[config.mk]
export PLATFORM = sky130hd
export DESIGN_NAME = bird_ctrl
export DESIGN_NICKNAME = d
export VERILOG_FILES = /design/src/rtl/bird_pkg.sv /design/src/rtl/bird_physics.sv /design/src/rtl/bird_ctrl.sv
export SDC_FILE = /design/constraint.sdc
export NUM_CORES = 1
export LEC_CHECK = 0
export ABC_CLOCK_PERIOD_IN_PS = 4700
export CAP_MARGIN = 20
export CELL_PAD_IN_SITES_DETAIL_PLACEMENT = 0
export CELL_PAD_IN_SITES_GLOBAL_PLACEMENT = 1
export CORE_MARGIN = 8
export CORE_UTILIZATION = 43
export CTS_CLUSTER_DIAMETER = 50
export CTS_CLUSTER_SIZE = 20
export DETAILED_ROUTE_END_ITERATION = 7
export GPL_TIMING_DRIVEN = 1
export PLACE_DENSITY_LB_ADDON = 0.08
export SETUP_SLACK_MARGIN = 0.5
export SYNTH_ARGS = -nofsm -noshare
export SYNTH_HDL_FRONTEND = slang
export SYNTH_SLANG_ARGS = --single-unit
[constraint.sdc]
create_clock -name clk_i -period 4.7 [get_ports clk_i]
set_input_delay 0.94 -clock clk_i [delete_from_list [all_inputs] [get_ports clk_i]]
set_output_delay 0.94 -clock clk_i [all_outputs]
set_load 0.01 [all_outputs]
[src/rtl/bird_pkg.sv]
// bird_pkg: shared FSM encoding and default physics/geometry constants for bird_ctrl and the renderer.
package bird_pkg;
    localparam int BIRD_PW         = 7;
    localparam int BIRD_VW         = 5;
    localparam int BIRD_PMAX       = 100;
    localparam int BIRD_POS_INIT   = 50;
    localparam int BIRD_GRAV       = 1;
    localparam int BIRD_FLAP       = 6;
    localparam int BIRD_VMAX       = 7;
    localparam int BIRD_SAMPLE_CYC = 8;
    localparam int BIRD_ACK_TO     = 4;
    typedef enum logic [1:0] {
        IDLE   = 2'd0,
        REQ    = 2'd1,
        SAMPLE = 2'd2,
        UPDATE = 2'd3
    } state_e;
endpackage

[src/rtl/bird_physics.sv]
// bird_physics: combinational flap/gravity step producing next position, next velocity and a top/floor hit.
module bird_physics
    import bird_pkg::*;
#(
    parameter int PW   = BIRD_PW,
    parameter int VW   = BIRD_VW,
    parameter int PMAX = BIRD_PMAX,
    parameter int GRAV = BIRD_GRAV,
    parameter int FLAP = BIRD_FLAP,
    parameter int VMAX = BIRD_VMAX
) (
    input  logic [PW-1:0]        pos_i,
    input  logic signed [VW-1:0] vel_i,
    input  logic                 flap_i,
    output logic [PW-1:0]        pos_o,
    output logic signed [VW-1:0] vel_o,
    output logic                 hit_o
);
    localparam logic signed [VW:0]   G_V    = (VW+1)'(GRAV);
    localparam logic signed [VW:0]   VMAX_V = (VW+1)'(VMAX);
    localparam logic signed [VW:0]   FLAP_V = (VW+1)'(-FLAP);
    localparam logic signed [PW+1:0] PMAX_V = (PW+2)'(PMAX);
    logic signed [VW:0]   vg;
    logic signed [VW:0]   vn;
    logic signed [PW+1:0] ps;
    logic                 lo;
    logic                 hi;
    always_comb begin
        vg    = $signed({vel_i[VW-1], vel_i}) + G_V;
        vn    = flap_i ? FLAP_V : (vg > VMAX_V ? VMAX_V : vg);
        ps    = $signed({2'b00, pos_i}) + $signed({{(PW+1-VW){vn[VW]}}, vn});
        lo    = ps[PW+1] || ps == '0;
        hi    = ps >= PMAX_V;
        hit_o = lo || hi;
        pos_o = lo ? '0 : (hi ? PW'(PMAX) : ps[PW-1:0]);
        vel_o = vn[VW-1:0];
    end
endmodule

[src/rtl/bird_ctrl.sv]
// bird_ctrl: per-frame sampler handshake plus bird physics state; BIRD_AUTOFLAP_EN forces flaps
// near the floor while running (attract mode).
module bird_ctrl
    import bird_pkg::*;
#(
    parameter int PW         = BIRD_PW,
    parameter int VW         = BIRD_VW,
    parameter int PMAX       = BIRD_PMAX,
    parameter int POS_INIT   = BIRD_POS_INIT,
    parameter int GRAV       = BIRD_GRAV,
    parameter int FLAP       = BIRD_FLAP,
    parameter int VMAX       = BIRD_VMAX,
    parameter int SAMPLE_CYC = BIRD_SAMPLE_CYC,
    parameter int ACK_TO     = BIRD_ACK_TO
) (
    input  logic                 clk_i,
    input  logic                 rst_i,
    input  logic                 frame_i,
    input  logic                 left_i,
    input  logic                 right_i,
    input  logic                 d_inp_i,
    output logic                 e_inp_o,
    output logic [PW-1:0]        pos_o,
    output logic signed [VW-1:0] vel_o,
    output logic                 run_o,
    output logic                 hit_o,
    output logic                 upd_o,
    output logic                 overrun_o,
    output logic                 to_o
);
    localparam int CW = $clog2((SAMPLE_CYC > ACK_TO ? SAMPLE_CYC : ACK_TO) + 1);
    state_e               state_q, state_d;
    logic [CW-1:0]        cnt_q, cnt_d;
    logic [PW-1:0]        pos_q, pos_d;
    logic signed [VW-1:0] vel_q, vel_d;
    logic                 run_q, run_d, hit_q, hit_d, upd_q, upd_d;
    logic                 ovr_q, ovr_d, to_q, to_d, flap_q, flap_d, start_q, start_d;
    logic                 flap_eff, auto_flap;
    logic [PW-1:0]        phy_pos;
    logic signed [VW-1:0] phy_vel;
    logic                 phy_hit;
`ifdef BIRD_AUTOFLAP_EN
    assign auto_flap = run_q && pos_q >= PW'(PMAX - PMAX/4);
`else
    assign auto_flap = 1'b0;
`endif
    assign flap_eff = flap_q | auto_flap;
    bird_physics #(
        .PW(PW), .VW(VW), .PMAX(PMAX), .GRAV(GRAV), .FLAP(FLAP), .VMAX(VMAX)
    ) u_phys (
        .pos_i (pos_q),
        .vel_i (vel_q),
        .flap_i(flap_eff),
        .pos_o (phy_pos),
        .vel_o (phy_vel),
        .hit_o (phy_hit)
    );
    always_comb begin
        state_d = state_q;
        cnt_d   = cnt_q;
        pos_d   = pos_q;
        vel_d   = vel_q;
        run_d   = run_q;
        hit_d   = hit_q;
        to_d    = to_q;
        flap_d  = flap_q;
        start_d = start_q;
        upd_d   = 1'b0;
        ovr_d   = ovr_q | (frame_i && state_q != IDLE);
        case (state_q)
            IDLE: begin
                if (frame_i) begin
                    state_d = REQ;
                    cnt_d   = '0;
                end
            end
            REQ: begin
                if (d_inp_i) begin
                    state_d = SAMPLE;
                    cnt_d   = '0;
                end else if (cnt_q == CW'(ACK_TO - 1)) begin
                    state_d = UPDATE;
                    to_d    = 1'b1;
                end else begin
                    cnt_d = cnt_q + 1'b1;
                end
            end
            SAMPLE: begin
                flap_d  = flap_q | (d_inp_i & left_i);
                start_d = start_q | (d_inp_i & right_i);
                cnt_d   = cnt_q + 1'b1;
                if (!d_inp_i || cnt_q == CW'(SAMPLE_CYC - 1)) state_d = UPDATE;
            end
            UPDATE: begin
                state_d = IDLE;
                upd_d   = 1'b1;
                flap_d  = 1'b0;
                start_d = 1'b0;
                // A start/restart consumes its frame; physics resumes on the next update.
                if (start_q && hit_q) begin
                    pos_d = PW'(POS_INIT);
                    vel_d = '0;
                    hit_d = 1'b0;
                    run_d = 1'b1;
                end else if (start_q) begin
                    run_d = !run_q;
                end else if (run_q && !hit_q) begin
                    pos_d = phy_pos;
                    vel_d = phy_vel;
                    if (phy_hit) begin
                        hit_d = 1'b1;
                        run_d = 1'b0;
                    end
                end
            end
            default: state_d = IDLE;
        endcase
    end
    always_ff @(posedge clk_i) begin
        if (rst_i) begin
            state_q <= IDLE;
            cnt_q   <= '0;
            pos_q   <= PW'(POS_INIT);
            vel_q   <= '0;
            run_q   <= 1'b0;
            hit_q   <= 1'b0;
            upd_q   <= 1'b0;
            ovr_q   <= 1'b0;
            to_q    <= 1'b0;
            flap_q  <= 1'b0;
            start_q <= 1'b0;
        end else begin
            state_q <= state_d;
            cnt_q   <= cnt_d;
            pos_q   <= pos_d;
            vel_q   <= vel_d;
            run_q   <= run_d;
            hit_q   <= hit_d;
            upd_q   <= upd_d;
            ovr_q   <= ovr_d;
            to_q    <= to_d;
            flap_q  <= flap_d;
            start_q <= start_d;
        end
    end
    assign e_inp_o   = state_q == REQ || state_q == SAMPLE;
    assign pos_o     = pos_q;
    assign vel_o     = vel_q;
    assign run_o     = run_q;
    assign hit_o     = hit_q;
    assign upd_o     = upd_q;
    assign overrun_o = ovr_q;
    assign to_o      = to_q;
endmodule
==> impl_results.md <==
- Hold Path Cell Cnt: 2
- Hold slack final: 0.481 ns
- Htree depth: 1
- RSZ-0062 raised after global routing: false
- Clk_lat worst skew: 0.26 ns
- Final Skew: between 0.006 and 0.007 ns
- Antenna Violating Nets Remaining: 0
- DP HPWL: 2970 um
- Avg Cell Area, Syn: approximately 8.5 um2
- WL/cell: approximately 14 um
- Critical path type: reg2reg
- TritonCTS clock tree: done
- Switching part of the total power: a little over a third
- Hold Vio Cnt, Final: 0
- Number of antenna diodes: 0
- Sw power: 0.219 mW
- CP endpoint kind: flop
- CP max FO: 7
- Gate power share: 39.0%
- Leak: between 0.7 and 0.8 nW
- GRT Resource Usage Total: approximately 12%
- Bufs on Longest Clock Path: 2
- Hold-fix buffer count after cts: 0
- Synth area leaders: dfxtp_1, ha_1, xnor2_1
- Synth top area share: approximately 30%
- Initial Utilization: 44.7%
- Final wirelength: about 3700 um
- Seq pwr share: approximately 41%
- F_max: 283 MHz
- Max_slew headroom: between 50% and 60%
- Die width: 77.7 um
- Final #Nets: 239
- Final slew viol count: 0
- Vias in the first global route: around 1400
- Reg clk slew, reported paths: approximately 0.080 ns
- Gp weighted congestion: 0.819
- Synth cell types: 49
- P_int: about 0.4 mW
- Type of origin of the critical path: flop
- Sink Count: 25
- #FFs+latches synth: 25
- Total Neg Setup Slack: 0 ns
- EDFF count, synth: 0
- Clock Root Buffer: clkbuf_8
- Pwr dens: around 320 nW/um2
- Critical path data arrival time: 3.65 ns
- Post-Synthesis Net Count: about 220
- Minimum clock period: roughly 3.5 ns
- Most frequent cells in the layout: dfxtp_1, clkdlybuf4s50_1, inv_1, nand2_1, ha_1
- Port bufs: 23
- Largest net degree at the start of global routing: 19
- Cells after Synth: 193
- Worst path required time: approximately 4.8 ns
- Yosys top cell by area: dfxtp_1
- Syn. warnings: 0
- CTS Buf Count: 3
- Vias: between 1000 and 1500
- Antenna violations before repair: 0
- Hold crit path type: reg2reg
- Post-cts repair resize count: 0
- Commonest non-fill, non-tap cell in the layout: dfxtp_1
- Synth Cell Area: 1640 um2
- Setup Viol. Count Final: 0
- Synth async-reset ratio: 0%
- Total gr overflow: 0
- Slew @ Worst Pin: roughly 0.68 ns
- Ys flop type: dfxtp_1
- Overall power: slightly above 0.6 mW
- Drt initial violations: 71
- Post-CTS setup buffers: 0
- Max-cap violations: 0
- Area Growth Syn to Fin: 19.2%
- I/O Pins: 24
- TritonRoute pass-1 iters: 4
- Layout filler cell count: between 300 and 400
- Sequential cell area fraction in the yosys report: a little under a third
- Die Footprint: between 6000 and 7000 um2
- Core Area: ~3700 um2
- Peak VDD IR: about 0.23 mV
- DRC Markers: 0
- Row count: 22
- First-pass GRT wire length: roughly 6400 um
- Final period utilization: around three quarters
- Worst reg-to-reg path cell count: 15
- Status: completed
- Height of the die: roughly 78 um
- Clk pwr share: around a fifth
- Vias/cell: 5.40
- Layout cells sized above 1: 4.63%
[synthesized netlist by cell type, types with 4 or more instances]
library cell / n
a21oi_1: 14
a22oi_1: 5
and2_1: 6
dfxtp_1: 25
ha_1: 15
inv_1: 18
nand2_1: 15
nand2b_1: 4
nor2_1: 13
nor2b_1: 4
nor3_1: 6
o21ai_0: 5
xnor2_1: 11
[per-stage QoR]
stage / cell area, um2 / instances / setup slack [ns] / utilization [%]
5_1_grt: 1950 / 264 / 0.868 / 53.2
4_1_cts: 1950 / 264 / 1.18 / 53.2
2_1_floorplan: 1640 / 193 / 1.45 / -
6_report: 1950 / 264 / 1.17 / 53.2
3_5_place_dp: 1900 / 260 / 1.22 / 52.0
3_3_place_gp: 1900 / 260 / 1.30 / 52.0
[worst max-delay path, cell delays in order (launching register included)]
cell      delay [ns]
dfxtp_1         0.37
ha_1            0.27
nand2b_1        0.15
mux2i_1         0.12
a21oi_1         0.11
a21oi_1         0.23
ha_1            0.20
inv_1           0.05
fa_1            0.44
nand2b_1        0.20
a21oi_1         0.18
a211oi_2        0.08
xnor2_1         0.18
or4_4           0.53
nand4_2         0.17
o311ai_1        0.11
[layout make-up]
type | count | area [um2] | area share (%)
multi-input combinational | 146 | 1040 | 53.6
sequential | 25 | 500 | 25.7
timing repair buffer | 23 | 230 | 11.8
inverter | 18 | 67.6 | 3.47
tap | 48 | 60.1 | 3.08
clock buffer | 3 | 41.3 | 2.12
clock inverter | 1 | 5.00 | 0.257
[per-layer routing]
layer	vias to the layer above	track usage (%)	wire, um
li1	733	-	-
met1	661	14.1	1690
met2	27	22.6	1860
met3	4	2.42	156
met4	0	3.40	25
met5	-	0	0
[kinds of logic (layout without fill, tap and decap cells)]
logic type | count (synthesis) | in the layout | synth area share, %
simple gates | 64 | 64 | 21.0
compound gates | 50 | 50 | 21.5
flops | 25 | 25 | 30.6
buf+inv | 22 | 45 | 5.51
fa+ha+maj | 16 | 16 | 12.7
xor+xnor | 14 | 14 | 7.50
mux | 2 | 2 | 1.22
[power by group through the flow]
stage / Combinational, mW / Sequential [mW] / Clock, mW
after floorplan: 0.166 / 0.256 / 0
after global placement: 0.234 / 0.256 / 0
after detailed placement: 0.237 / 0.258 / 0
after CTS: 0.240 / 0.253 / 0.130
after global routing: 0.267 / 0.256 / 0.136
final: 0.240 / 0.253 / 0.122
[path summary, 6_finish.rpt]
kind / slack, ns / end / startpoint
max reg2reg: 1.17 / pos_o[4] / vel_o[0]
min reg2reg: 0.48 / to_o / to_o
max: 1.17 / pos_o[4] / vel_o[0]
min: 0.48 / to_o / to_o
[state kept, by name, indices dropped and copies added, names as in the netlist, 2 cells and up]
| name | flops |
|---|---|
| cnt_q | 4 |
| vel_o | 5 |
| pos_o | 7 |
| state_q | 2 |
Note: power is estimated with default switching activity, not from simulation.
